## config.mk

```make
export PLATFORM = sky130hd
export DESIGN_NAME = counter_4bit_updn
export DESIGN_NICKNAME = d
export VERILOG_FILES = /design/src/rtl/counter_4bit_updn.sv
export SDC_FILE = /design/constraint.sdc
export NUM_CORES = 1
export LEC_CHECK = 0
export ABC_AREA = 1
export BUFFER_PORTS_ARGS = -buffer_cell sky130_fd_sc_hd__buf_2
export CAP_MARGIN = 20
export CORE_UTILIZATION = 30
export CTS_BUF_LIST = sky130_fd_sc_hd__clkbuf_8
export DETAILED_ROUTE_END_ITERATION = 16
export PLACE_DENSITY = 0.56
export SETUP_SLACK_MARGIN = 0.02
export SLEW_MARGIN = 10
export SYNTH_ARGS = -nofsm -noshare
export SYNTH_HDL_FRONTEND = slang
export SYNTH_SLANG_ARGS = --single-unit
```

## constraint.sdc

```tcl
create_clock -name clk -period 1.85 [get_ports clk]
set_input_delay 0.185 -clock clk [delete_from_list [all_inputs] [get_ports clk]]
set_output_delay 0.185 -clock clk [all_outputs]
set_load 0.01 [all_outputs]
```

## src/rtl/counter_4bit_updn.sv

```systemverilog
// rtl/counter_4bit_updn.sv - 4-bit modulo up/down counter with load, clear, tc, wrap pulse and sticky ovf (optional COUNTER_SATURATE_EN)
module counter_4bit_updn #(
    parameter int WIDTH   = 4,
    parameter int MOD_MAX = 15
) (
    input  logic             clk,
    input  logic             reset_n,
    input  logic             en,
    input  logic             up_dn,
    input  logic             clear,
    input  logic             load,
    input  logic [WIDTH-1:0] load_val,
    output logic [WIDTH-1:0] count,
    output logic             tc,
    output logic             wrapped,
    output logic             ovf
);

    localparam logic [WIDTH-1:0] MAX_V = WIDTH'(MOD_MAX);
    localparam logic [WIDTH-1:0] ONE_V = WIDTH'(1);

    logic [WIDTH-1:0] count_q, count_d;
    logic             wrapped_q, wrapped_d;
    logic             ovf_q, ovf_d;
    logic             step;
    logic             at_max;
    logic             at_zero;

    // Terminal count: an enabled step (not overridden by clear/load) sitting at the bound of its direction.
    always_comb begin
        at_max  = (count_q == MAX_V);
        at_zero = (count_q == '0);
        step    = en & ~clear & ~load;
        tc      = step & ((up_dn & at_max) | (~up_dn & at_zero));
    end

    // Next-state: clear beats load beats count; a step at the bound either wraps or saturates.
    always_comb begin
        count_d   = count_q;
        wrapped_d = 1'b0;
        ovf_d     = ovf_q;
        if (clear) begin
            count_d = '0;
            ovf_d   = 1'b0;
        end else if (load) begin
            count_d = (load_val > MAX_V) ? MAX_V : load_val;
        end else if (en) begin
            if (tc) begin
`ifdef COUNTER_SATURATE_EN
                count_d = count_q;
                ovf_d   = 1'b1;
`else
                count_d   = up_dn ? '0 : MAX_V;
                wrapped_d = 1'b1;
                ovf_d     = 1'b1;
`endif
            end else begin
                count_d = up_dn ? (count_q + ONE_V) : (count_q - ONE_V);
            end
        end
    end

    // State registers; reset clears everything immediately without a clock.
    always_ff @(posedge clk or negedge reset_n) begin
        if (!reset_n) begin
            count_q   <= '0;
            wrapped_q <= 1'b0;
            ovf_q     <= 1'b0;
        end else begin
            count_q   <= count_d;
            wrapped_q <= wrapped_d;
            ovf_q     <= ovf_d;
        end
    end

    assign count   = count_q;
    assign wrapped = wrapped_q;
    assign ovf     = ovf_q;

endmodule

```

## Yosys cells after proc, flatten, opt, wreduce, memory -nomap -nowiden

Cells that the tools add are included.

- Bits in registers: 6
- Output and inout bits: 7
- Word-level logic and storage cells: 37

- $add $sub $neg: 2
- $lt $le $gt $ge: 1
- Equality and inequality tests: 2
- Mux-type cells: 15
- Bitwise gates (word level): 9
- Reduce and logical (&&, ||, !) cells: 5

Operators by type and width:

| kind | number |
|---|---|
| 4-bit two-way mux | 7 |
| 1-bit two-way mux | 8 |
| 1-bit bitwise AND | 5 |
| 4-bit by 1-bit adder with 4-bit output, second input constant | 1 |
| 4-bit equality test, second input constant | 1 |
| 4-bit greater-than comparator, second input constant | 1 |
| 4-bit logical NOT | 1 |
| 2-bit nonzero test | 2 |
| 4-bit by 1-bit subtractor with 4-bit output, second input constant | 1 |
| 1-bit NOT | 3 |
| 3-bit AND reduction | 1 |
| 3-bit nonzero test | 1 |
| 2-bit inequality test, second input constant | 1 |
| 1-bit OR | 1 |

## Depth between registers and ports, before layout

- Word-level depth: 8
- Mapped depth: 12

## Worst setup path after synthesis

No wires, ideal clock.

- Path kind: register -> register
- Start point: register count_q[2] (netlist: count[2])
- End point: register count_q[3] (netlist: count[3])
- Library setup time: 0.116 ns
- Arrival time: 1.355 ns
- Data required time: 1.734 ns
- Path slack: 0.378 ns
- Stages on the path, launching flop included: 11
- Period minus slack after synthesis: 1.472 ns
- Cells stage by stage: dfrtp_1 > ha_1 > or2_2 > nand2_1 > nand2_1 > nand2_1 > nand2_1 > nand2_1 > nand2_1 > nand2_1 > nand2_1

- Cells in the longest elaborated chain, start to end: 8
- Elaborated cells on any way between the ends: 13

RTL lines:

| element | RTL line | text |
|---|---|---|
| start: declaration | 22 | `logic [WIDTH-1:0] count_q, count_d;` |
| start signal: assignment | 70 | `count_q <= count_d;` |
| 4-bit equality test or 4-bit logical NOT (tied branches) | 31, 32 |  |
| 1-bit bitwise AND | 34 | `tc = step & ((up_dn & at_max) \| (~up_dn & at_zero));` |
| 1-bit OR | 34 |  |
| 1-bit bitwise AND | 34 |  |
| 4-bit two-way mux (*) | 48 | `if (tc) begin` |
| 4-bit two-way mux (*) | 47 | `end else if (en) begin` |
| 4-bit two-way mux (*) | 45 | `end else if (load) begin` |
| 4-bit two-way mux (*) | 42 | `if (clear) begin` |

Every way passes the cells marked *; elsewhere a longest branch is shown, timed or not. The select of a mux whose other input is x is not followed.
A chain may end at the register's enable or synchronous reset.

## Worst setup path after layout

Same ends and word-level chain as after synthesis.

==> impl_metrics.env <==
export IMPL_floorplan_die_height_um=41.7
export IMPL_setup_tns_final_ps=0
export IMPL_preCtsSetupSlack_ps=276
export IMPL_max_cap_violations=0
export IMPL_synth_adder_area_share=0.0955
export IMPL_cts_tree="done"
export IMPL_pwr_share_clk=0.410
export IMPL_dp_hpwl_um=823
export IMPL_maxSlewHeadroom=0.655
export IMPL_post_synthesis_xor_xnor_area_fraction=0.0186
export IMPL_synth_nets=87
export IMPL_proportion_of_layout_cells_with_a_drive_suffix_above_1=0.266
export IMPL_gr_usage_met1=0.183
export IMPL_critical_register_to_register_path_startpoint="count[2]"
export IMPL_cell_area_after_synthesis_um2=472
export IMPL_dominant_combinational_cell_family_by_area_after_synthesis="simple AND/OR/NAND/NOR gates"
export IMPL_period_minus_slack_ps=1540
export IMPL_core_region_area_um2=1380
export IMPL_power_uw=466
export IMPL_regToRegEndpoint="count[3]"
export IMPL_clock_tree_htree_level_count=1
export IMPL_min_delay_path_depth=4
export IMPL_ant_nets=0
export IMPL_irDropWorstVdd_mv=0.417
export IMPL_worst_path_largest_cell_delay_ps=400
export IMPL_yosys_mux_area_fraction=0
export IMPL_resized_gates_after_cts=0
export IMPL_ios=17
export IMPL_worstHoldStart="clear"
export IMPL_start_util=0.341
export IMPL_first_pass_iters=2
export IMPL_synthesis_instances=74
export IMPL_fmax_mhz=648
export IMPL_first_iter_violations=7
export IMPL_synth_cell_types=15
export IMPL_clkSlewWorstSetupHoldPaths_ps=40
export IMPL_wire_per_inst_um=8.94
export IMPL_cts_root_buffer_cell="sky130_fd_sc_hd__clkbuf_8"
export IMPL_placementRows=13
export IMPL_io_buffer_count=16
export IMPL_p_leak_nw=0.407
export IMPL_fraction_of_the_mapped_netlist_area_in_simple_logic_gates=0.446
export IMPL_nNetsFinal=109
export IMPL_synth_top_cell_area_share=0.318
export IMPL_gr_max_usage_layer="met2"
export IMPL_instances_no_fill=109
export IMPL_fin_worst_skew_ps=3.46
export IMPL_place_detailed_instances=105
export IMPL_ys_warn_count=0
export IMPL_grt_start_max_net_pins=8
export IMPL_minimum_setup_slack_in_the_final_design_ps=306
export IMPL_grt_setup_unrepaired="false"
export IMPL_via_count_of_the_first_global_routing_pass=410
export IMPL_gp_routability_congestion=0.733
export IMPL_cp_cell_sequence="ha_1 > or2_2 > nand2_1 > nand2_1 > nand2_1 > nand2_1 > nand2_1 > nand2_1 > nand2_1 > nand2_1"
export IMPL_combinational_power_share=0.256
export IMPL_cp_data_required_time_ps=1960
export IMPL_num_fill_cells=146
export IMPL_post_cts_setup_buffers=0
export IMPL_placed_area_um2=571
export IMPL_worst_slew_pin_slew_ps=513
export IMPL_final_max_slew_viol_count=0
export IMPL_cp_end_kind="flop"
export IMPL_synth_seq_cells=6
export IMPL_globalRouteOverflowTotal=0
export IMPL_cts_sink_count=6
export IMPL_wire_length_of_the_first_global_routing_pass_um=1760
export IMPL_ff2ff_path_depth=10
export IMPL_cp_start_kind="flop"
export IMPL_remaining_drc_errors=0
export IMPL_use_met2=0.188
export IMPL_die_w_um=41.7
export IMPL_area_delta_synth_final_pct=31.8
export IMPL_vias=484
export IMPL_whs_endpoint="count[3]"
export IMPL_cellInternalPower_uw=333
export IMPL_reg2reg_slack_ps=310
export IMPL_synthDominantAreaCellType="sky130_fd_sc_hd__dfrtp_1"
export IMPL_synth_top_cells_by_area="sky130_fd_sc_hd__dfrtp_1 (32%), sky130_fd_sc_hd__nand2_1 (28%), sky130_fd_sc_hd__inv_1 (8.0%)"
export IMPL_groute_usage_overall=0.136
export IMPL_p_per_area_nw_per_um2=750
export IMPL_swShare=0.287
export IMPL_yosysSeqAreaShare=0.318
export IMPL_tritoncts_num_buffers=3
export IMPL_finalHoldViolations=0
export IMPL_wl_um=975
export IMPL_antenna_violations_before_repair=0
export IMPL_sequentialPowerShare=0.334
export IMPL_worst_setup_path_type="flop to flop"
export IMPL_clkLatencyLatePin_ps=220
export IMPL_groute_layer_met3_usage=0.0565
export IMPL_number_of_buffers_on_the_longest_clock_path=2
export IMPL_switching_power_uw=134
export IMPL_slowest_stage="sky130_fd_sc_hd__dfrtp_1"
export IMPL_crit_fanout=4
export IMPL_postSynthAreaPerCell_um2=6.37
export IMPL_cp_common_cell="sky130_fd_sc_hd__nand2_1"
export IMPL_floorplan_die_area_um2=1730
export IMPL_hp_class="input pin to flop"
export IMPL_fraction_of_the_mapped_netlist_area_in_compound_gates=0.0265
export IMPL_post_route_period_util=0.835
export IMPL_status="finished clean"
export IMPL_antenna_cells_inserted=0
export IMPL_final_design_area_no_fill_um2=622
export IMPL_final_setup_viol_count=0
export IMPL_arr_time_crit_path_ps=1650
export IMPL_vias_per_cell=4.44
-- cell type report --
cell class                      instances  area (um2)  share of cell area
Inverter                               12        45.0              0.0724
Multi-Input combinational cell         56         277               0.445
Clock buffer                            3        41.3              0.0664
Sequential cell                         6         150               0.241
Tap cell                               15        18.8              0.0302
Timing Repair Buffer                   17        90.1               0.145
-- cell usage in the layout (no fill, tap or decap) --
cell type and instances:
sky130_fd_sc_hd__nand2_1 35, sky130_fd_sc_hd__buf_2 16, sky130_fd_sc_hd__inv_1 10, sky130_fd_sc_hd__nand3_1 6
sky130_fd_sc_hd__dfrtp_1 6, sky130_fd_sc_hd__nor2_1 4, sky130_fd_sc_hd__clkbuf_8 3, sky130_fd_sc_hd__nand2_2 2
sky130_fd_sc_hd__inv_2 2, sky130_fd_sc_hd__ha_1 2, sky130_fd_sc_hd__nand3_2 1, sky130_fd_sc_hd__nor3_1 1
sky130_fd_sc_hd__o211ai_1 1, sky130_fd_sc_hd__o21ai_0 1, sky130_fd_sc_hd__xor2_1 1, sky130_fd_sc_hd__or2_2 1
sky130_fd_sc_hd__fa_1 1, sky130_fd_sc_hd__dlygate4sd3_1 1
-- how the worst max path moves through the flow --
stage	startpoint	endpoint	slack [ps]	cells after the start
after global routing	count[2]	count[3]	200	10
after detailed placement	up_dn	count[3]	280	12
after floorplan	count[2]	count[3]	380	10
final	count[2]	count[3]	310	10
after global placement	up_dn	count[3]	310	12
after CTS	count[2]	count[3]	300	10
-- routing by layer --
metal	wire [um]	share of wire
met5	0	0
met4	14	0.014
met3	57	0.058
met2	425	0.44
met1	478	0.49
-- power by group through the flow --
stage,registers [mW],clock network (mW),logic [mW]
detailed placement,0.158,0,0.119
CTS,0.156,0.196,0.122
global placement,0.158,0,0.118
global route,0.158,0.206,0.141
floorplan,0.159,0,0.0756
finish,0.156,0.191,0.119
-- kinds of logic after synthesis --
logic type,after synthesis
buffers and inverters,12
xor gates and xnor gates,1
and+or+nand+nor,50
DFF,6
adders and majority gates,3
AOI/OAI and AO/OA,2
-- timing repair --
action / 4_1_cts / 5_1_grt
setup endpoints to repair: 0 / 0
hold buffers: 1 / 0
hold endpoints to repair: 6 / 0
-- registers in the layout, indices dropped and copies added, names as in the netlist --
register and flops:
count 4, ovf 1, wrapped 1
-- cell usage after synthesis --
| library cell | number |
|---|---|
| sky130_fd_sc_hd__fa_1 | 1 |
| sky130_fd_sc_hd__nor2_1 | 4 |
| sky130_fd_sc_hd__nor3_1 | 1 |
| sky130_fd_sc_hd__inv_2 | 2 |
| sky130_fd_sc_hd__xor2_1 | 1 |
| sky130_fd_sc_hd__nand3_1 | 6 |
| sky130_fd_sc_hd__o21ai_0 | 1 |
| sky130_fd_sc_hd__ha_1 | 2 |
| sky130_fd_sc_hd__or2_2 | 1 |
| sky130_fd_sc_hd__inv_1 | 10 |
| sky130_fd_sc_hd__dfrtp_1 | 6 |
| sky130_fd_sc_hd__nand2_2 | 2 |
| sky130_fd_sc_hd__nand2_1 | 35 |
| sky130_fd_sc_hd__nand3_2 | 1 |
| sky130_fd_sc_hd__o211ai_1 | 1 |
-- critical path: cells and delay by family, from the launching register on --
family	cells	cell delay, ps
DFF	1	400
adders and majority gates	1	300
and+or+nand+nor	9	720
-- metrics by stage --
step	utilization	hold slack [ps]
after floorplan	-	-111
after global placement	0.413	10.6
after global routing	0.450	329
final	0.450	293
after detailed placement	0.413	12.6
after CTS	0.450	286
(Power assumes the default switching activity.)
